**src/rtl/fft_frame_buffer.sv**
```systemverilog
// Ping-pong frame collector feeding the fft_16 core with frozen N-sample frames.
// Optional FFT_FRAME_OFFSET_BIN_EN: treat sample_in as offset-binary ADC code.
module fft_frame_buffer #(
  parameter int WIDTH = 12,
  parameter int N     = 16
) (
  input  logic                 clk,
  input  logic                 rst,
  input  logic [WIDTH-1:0]     sample_in,
  input  logic                 sample_valid,
  input  logic                 fft_done,
  input  logic                 overrun_clr,
  output logic [WIDTH-1:0]     time_samples [N],
  output logic                 start,
  output logic                 busy,
  output logic                 overrun,
  output logic [$clog2(N)-1:0] fill_count
);

  localparam int IW = $clog2(N);

  typedef enum logic {IDLE, BUSY} state_t;

  state_t           state_q;
  logic             start_q;
  logic             bank_sel_q, bank_sel_d;
  logic             overrun_q, overrun_d;
  logic [IW-1:0]    wr_idx_q, wr_idx_d;
  logic [WIDTH-1:0] bank_q [2][N];
  logic [WIDTH-1:0] wdata;
  logic             complete;
  logic             swap;
  logic             drop;

  always_comb begin
`ifdef FFT_FRAME_OFFSET_BIN_EN
    wdata = {~sample_in[WIDTH-1], sample_in[WIDTH-2:0]};
`else
    wdata = sample_in;
`endif
    complete   = sample_valid && (wr_idx_q == IW'(N-1));
    // fft_done frees the FFT in the same cycle, so a coincident frame is taken
    swap       = complete && ((state_q == IDLE) || fft_done);
    drop       = complete && !swap;
    wr_idx_d   = sample_valid ? wr_idx_q + IW'(1) : wr_idx_q;
    bank_sel_d = bank_sel_q ^ swap;
    overrun_d  = drop ? 1'b1 : (overrun_clr ? 1'b0 : overrun_q);
  end

  always_ff @(posedge clk or posedge rst) begin
    if (rst) begin
      for (int b = 0; b < 2; b++)
        for (int i = 0; i < N; i++)
          bank_q[b][i] <= '0;
    end else if (sample_valid) begin
      bank_q[bank_sel_q][wr_idx_q] <= wdata;
    end
  end

  always_ff @(posedge clk or posedge rst) begin
    if (rst) begin
      wr_idx_q   <= '0;
      bank_sel_q <= 1'b0;
      overrun_q  <= 1'b0;
    end else begin
      wr_idx_q   <= wr_idx_d;
      bank_sel_q <= bank_sel_d;
      overrun_q  <= overrun_d;
    end
  end

  always_ff @(posedge clk or posedge rst) begin
    if (rst) begin
      state_q <= IDLE;
      start_q <= 1'b0;
    end else begin
      start_q <= swap;
      unique case (state_q)
        IDLE: if (complete) state_q <= BUSY;
        BUSY: if (fft_done && !complete) state_q <= IDLE;
        default: state_q <= IDLE;
      endcase
    end
  end

  always_comb begin
    for (int i = 0; i < N; i++)
      time_samples[i] = bank_q[~bank_sel_q][i];
  end

  assign start      = start_q;
  assign busy       = (state_q == BUSY);
  assign overrun    = overrun_q;
  assign fill_count = wr_idx_q;

endmodule

```
**config.mk**
```make
export PLATFORM = sky130hd
export DESIGN_NAME = fft_frame_buffer
export DESIGN_NICKNAME = d
export VERILOG_FILES = /design/src/rtl/fft_frame_buffer.sv
export SDC_FILE = /design/constraint.sdc
export NUM_CORES = 1
export LEC_CHECK = 0
export CAP_MARGIN = 10
export CORE_MARGIN = 2
export CORE_UTILIZATION = 60
export DETAILED_ROUTE_END_ITERATION = 16
export GPL_ROUTABILITY_DRIVEN = 1
export GPL_TIMING_DRIVEN = 0
export PLACE_DENSITY = 0.88
export SLEW_MARGIN = 20
export SYNTH_ARGS = -nofsm -noshare
export SYNTH_HDL_FRONTEND = slang
export SYNTH_SLANG_ARGS = --single-unit
```
**constraint.sdc**
```tcl
create_clock -name clk -period 25.2 [get_ports clk]
set_clock_uncertainty 0.15 [all_clocks]
set_input_delay 6.3 -clock clk [delete_from_list [all_inputs] [get_ports clk]]
set_output_delay 6.3 -clock clk [all_outputs]
set_load 0.02 [all_outputs]
```
==> results.toml, run 1 <==
[finish]
area_growth_pct = 23.4
fin_nets = 1411
drive_above_1_share_pct = 49.6
final_util_pct = 74.8

[die]
die_h_um = 174
core_mm2 = 0.0285
io_pins = 216
rows = 62
fp.dieW_um = 174
start_util_pct = 60.6
dieArea_mm2 = 0.0301

[synthesis]
synth_cell_types = 27
syn_avg_cell_area_um2 = 15.3
yosys_warnings = 0
ys_ff_latch = 392
async_reset_ff_share_pct = 100
synth_edf_count = 0
yosysTopAreaCellShare_pct = 56.9
synth_most_common_cell = "mux2_2"
ys.flop_type = "dfrtp_1"
ys_seq_area_share_pct = 56.9
netlist.top_cell.by_area = "dfrtp_1"
syn_nets = 1150
syn_area_mm2 = 0.0172
synthCells = 1129
ys_top_cells_by_count = "mux2_2 (556), dfrtp_1 (392), buf_2 (39)"
synth_area_leaders = "dfrtp_1 (57%), mux2_2 (36%), mux2_4 (1.7%), buf_2 (1.1%), clkbuf_1 (0.83%)"

[clock_network]
post_cts_buffers = 0
hold_buffers = 0
cts.clk_slew.worst_paths_ns = 0.06
clkLatencyLatePin_ns = 0.53
clk_path_buf_depth = 3
cts_sinks = 392
clockRootBuffer = "clkbuf_16"
h-tree-depth = 2
ctsResizeCount = 0
cts_inserted_buffers = 40
cts_tree = "yes"

[drt]
drc = 0
first_pass_iters = 4
drt_iter0_markers = 682
vias_per_cell = 5.87
ant_nets = 0
wire_per_inst_um = 24.8
wirelength_um = 44800
routed-via-count = 10580

[sta]
slew_headroom_pct = 38.5
max_freq_mhz = 104
rsz0062_at_grt = "false"
tns_ns = 0
slew_violations = 0
finalSetupViolCount = 0
worst_pin_slew_ns = 0.923
min_period_over_period_pct = 38.2
finalCriticalPeriod_ns = 9.64
hold_viol_final = 0

[power_and_ir_drop]
vdd_drop_max_mv = 0.107
p_leak_nw = 9.81
p_switching_w = 0.00102
internal-power_w = 0.00196
power_frac_clock_pct = 19.5
power_frac_seq_pct = 34.5
p_comb_share_pct = 46.0
switching_share_pct = 34.3
powerDensity_mw_per_mm2 = 140

[worst_hold_path]
hold_depth = 1
hp-class = "reg2reg"

[placed_design]
place.gp.congestion = 0.810
numPortBuffers = 215
hpwl_um = 29900

[critical_path]
cp-end-kind = "output port"
cp_max_fo = 10
rr_worst_depth = 6
start_kind = "flop"
required_ns = 18.75
crit_type = "reg2out"
arrival_ns = 3.19

[global_route]
grt_start_max_net_pins = 113
antenna_found_initial = 2
grt_use_total_pct = 30.2
first_global_vias = 11400
grt_overflow = 0
grt_pass1_wl_um = 69100

[run_status]
status = "complete, no violations"

[job]
drv_cap = 0
[cell families after synthesis]
logic type	Yosys count	share of synthesized area, %
multiplexers	576	38.1
flip-flops	392	56.9
buffers and inverters	97	2.81
AND/OR/NAND/NOR	54	1.68
XOR/XNOR	4	0.203
adder cells (fa/ha/maj)	4	0.290
AO/OA/AOI/OAI	2	0.0653
[critical path: stages (launching register included)]
cell	delay, ns
dfrtp_1	0.41
buf_2	0.25
clkbuf_1	0.58
buf_2	0.44
mux2_2	0.39
clkdlybuf4s50_1	0.60
[layer usage]
metal | vias up | GRT usage (%) | wire length (um)
met2 | 394 | 48.2 | 21400
met5 | - | 0 | 0
li1 | 4508 | - | -
met1 | 5574 | 41.9 | 19000
met4 | 0 | 11.7 | 1670
met3 | 104 | 5.33 | 2690
[sequential cells by signal, indices dropped and copies added (netlist names)]
register / cells
bank_q: 384
bank_sel_q: 1
busy: 1
fill_count: 4
overrun: 1
start: 1
[placed cells by master (no fill, tap or decap), types with 4 or more instances in the layout]
cell type        Yosys  routed
mux2_2             556     556
dfrtp_1            392     392
clkdlybuf4s50_1      0     215
clkbuf_1            38      46
clkbuf_16            0      41
buf_2               39      39
nor2_1              22      22
mux2_4              20      20
clkbuf_8             0      11
buf_4                9       9
nand2_1              7       7
clkinv_2             0       7
nand2b_1             5       5
buf_6                5       5
nor3_1               4       4
ha_1                 4       4
buf_16               0       4
[final cells by class]
type / instances / area (um^2)
tap: 384 / 480
timing repair buffer: 219 / 2260
sequential: 392 / 9810
inverter: 4 / 22.5
antenna: 1 / 2.50
buffer: 93 / 469
fill: 1725 / 7190
clock inverter: 10 / 82.6
clock buffer: 60 / 1210
multi-input combinational: 640 / 6950
[final timing paths]
kind	end	start	slack, ns
setup / recovery	time_samples[10]	bank_sel_q$_DFF_PP0_	15.56
hold / removal	bank_q[308]$_DFFE_PP0P_	bank_q[308]$_DFFE_PP0P_	0.35
setup reg to reg	bank_q[133]$_DFFE_PP0P_	fill_count[0]$_DFFE_PP0P_	22.87
hold reg to reg	bank_q[308]$_DFFE_PP0P_	bank_q[308]$_DFFE_PP0P_	0.35
max in group asynchronous	bank_q[257]$_DFFE_PP0P_	rst	17.36
min in group asynchronous	bank_q[159]$_DFFE_PP0P_	rst	5.96
[per-stage QoR]
step,total power (W),setup slack (ns),cells,hold WS [ns],instance area (um^2)
6_report,0.00298,15.56,1803,0.352,21300
5_1_grt,0.00311,15.45,1803,0.366,21300
3_3_place_gp,0.00234,3.83,1728,0.331,19900
2_1_floorplan,0.00183,7.85,1129,0.324,17200
4_1_cts,0.00299,15.58,1802,0.353,21300
3_5_place_dp,0.00239,16.15,1732,0.337,20000
[power groups by stage]
stage	clock network, W	logic [W]	registers, W
6_report	0.000582	0.00137	0.00103
5_1_grt	0.000612	0.00144	0.00106
4_1_cts	0.000585	0.00138	0.00103
3_5_place_dp	0	0.00136	0.00103
3_3_place_gp	0	0.00134	0.00101
2_1_floorplan	0	0.000840	0.000988
No activity file was read; power rests on OpenSTA's default activity.
==> inputs of run 2 (changes only) <==
--- a/config.mk
+++ b/config.mk
@@ -7,11 +7,11 @@
 export LEC_CHECK = 0
 export CAP_MARGIN = 10
 export CORE_MARGIN = 2
-export CORE_UTILIZATION = 60
+export CORE_UTILIZATION = 56
 export DETAILED_ROUTE_END_ITERATION = 16
 export GPL_ROUTABILITY_DRIVEN = 1
 export GPL_TIMING_DRIVEN = 0
-export PLACE_DENSITY = 0.88
+export PLACE_DENSITY = 0.83
 export SLEW_MARGIN = 20
 export SYNTH_ARGS = -nofsm -noshare
 export SYNTH_HDL_FRONTEND = slang
==> constraint.sdc (replaced) <==
create_clock -name clk -period 9.1 [get_ports clk]
set_clock_uncertainty 0.15 [all_clocks]
set_input_delay 2.275 -clock clk [delete_from_list [all_inputs] [get_ports clk]]
set_output_delay 2.275 -clock clk [all_outputs]
set_load 0.02 [all_outputs]
==> results.toml, run 2 (synthesis results as in run 1) <==
[clock_network]
cts_sinks = 392
clk_path_buf_depth = 3
cts_tree = "yes"
h-tree-depth = 2
clockRootBuffer = "clkbuf_16"
cts_inserted_buffers = 41
hold_buffers = 0
clkLatencyLatePin_ns = 0.52
post_cts_buffers = 0
ctsResizeCount = 0
cts.clk_slew.worst_paths_ns = 0.05

[sta]
worst_hold_slack_ns = 0.348
slew_violations = 0
finalCriticalPeriod_ns = 5.65
max_freq_mhz = 177
worst_pin_slew_ns = 1.02
rsz0062_at_grt = "false"
min_period_over_period_pct = 62.1
hold_viol_final = 0
slew_headroom_pct = 32.2
tns_ns = 0
finalSetupViolCount = 0

[critical_path]
required_ns = 6.68
cp-end-kind = "output port"
crit_type = "reg2out"
cp_max_fo = 10
path_common_cell = "buf_2"
cp_slowest_stage_delay_ns = 0.62
cp_cell_sequence = "buf_2, clkbuf_1, buf_2, mux2_2, clkdlybuf4s50_1"
crit_start = "bank_sel_q$_DFF_PP0_"
start_kind = "flop"
slowest_stage = "clkdlybuf4s50_1"
reg2reg_from = "fill_count[0]$_DFFE_PP0P_"
arrival_ns = 3.23
rr_worst_depth = 6

[power_and_ir_drop]
switching_share_pct = 34.1
powerDensity_mw_per_mm2 = 383
p_comb_share_pct = 46.0
finalPower_w = 0.00823
power_frac_seq_pct = 34.4
vdd_drop_max_mv = 0.228
internal-power_w = 0.00542
p_leak_nw = 9.89
p_switching_w = 0.00280
power_frac_clock_pct = 19.6

[global_route]
grt_use_total_pct = 27.6
grt_start_max_net_pins = 36
first_global_vias = 11287
grt_pass1_wl_um = 68600
grt_overflow = 0
antenna_found_initial = 2

[die]
die_h_um = 179
io_pins = 216
rows = 64
dieArea_mm2 = 0.0322
start_util_pct = 56.7
fp.dieW_um = 179
core_mm2 = 0.0304

[placed_design]
numPortBuffers = 215
place_area_mm2 = 0.0202
place.gp.congestion = 0.824
hpwl_um = 30400

[drt]
routed-via-count = 10454
drt_iter0_markers = 585
wire_per_inst_um = 24.1
first_pass_iters = 6
vias_per_cell = 5.73
ant_nets = 0
drc = 0
wirelength_um = 43900

[finish]
largest_register_ffs = 384
layout_common_cells = "mux2_2 (556), dfrtp_1 (392), clkdlybuf4s50_1 (215)"
final_common_cell = "mux2_2"
num_antenna_cells = 0
area_growth_pct = 24.5
largest-register = "bank_q"
fin_nets = 1421
drive_above_1_share_pct = 50.0
final_area_mm2 = 0.0215

[worst_hold_path]
hp-class = "reg2reg"
hp-start = "bank_q[310]$_DFFE_PP0P_"
hold_depth = 1

[run_status]
status = "complete, no violations"

[job]
drv_cap = 0
## run 2: changes by cell type in the layout (fill, tap and decap cells not counted), sizes merged
cell | before | now
buf | 59 | 68
clkinvlp | 0 | 2
clkbuf | 98 | 95
clkinv | 7 | 11
inv | 6 | 5
diode | 1 | 0
## run 2: per-stage QoR
stage	std cells	worst slack (ns)	util, %
detailed placement	1753	4.04	66.3
global placement	1740	-1.03	65.4
floorplan	1129	1.40	-
global route	1825	3.32	70.5
CTS	1825	3.48	70.5
finish	1825	3.45	70.5
## run 2: layer usage
metal,GRT usage (%),share of wire (%),up-vias
met5,0,0,-
met4,8.07,2.7,0
met3,5.59,5.8,72
met2,44.0,47,321
met1,38.8,44,5540
li1,-,-,4521
## run 2: critical path, delay by kind of cell (launching register included)
| kind | cells | cell delay [ns] |
|---|---|---|
| flops | 1 | 0.42 |
| mux | 1 | 0.38 |
| buf+inv | 4 | 1.91 |
## run 2: path summary, 6_finish.rpt
kind / endpoint / slack, ns
worst max register to register: bank_q[142]$_DFFE_PP0P_ / 6.73
min in group asynchronous: bank_q[351]$_DFFE_PP0P_ / 2.06
max in group asynchronous: bank_q[276]$_DFFE_PP0P_ / 5.10
worst min register to register: bank_q[310]$_DFFE_PP0P_ / 0.35
worst min-delay path: bank_q[310]$_DFFE_PP0P_ / 0.35
worst max-delay path: time_samples[10] / 3.45
## run 2: final cells by class
type / instances / area (um^2)
tap: 396 / 495
clock buffer: 57 / 1180
sequential: 392 / 9810
timing repair buffer: 228 / 2430
clock inverter: 15 / 114
inverter: 4 / 18.8
buffer: 93 / 469
fill: 2016 / 8960
multi-input combinational: 640 / 6950
## run 2: power groups by stage
stage / clock [W] / combinational [W] / sequential (W)
6_report: 0.00161 / 0.00379 / 0.00283
4_1_cts: 0.00162 / 0.00381 / 0.00282
2_1_floorplan: 0 / 0.00233 / 0.00274
3_5_place_dp: 0 / 0.00377 / 0.00284
3_3_place_gp: 0 / 0.00371 / 0.00280
5_1_grt: 0.00170 / 0.00397 / 0.00292
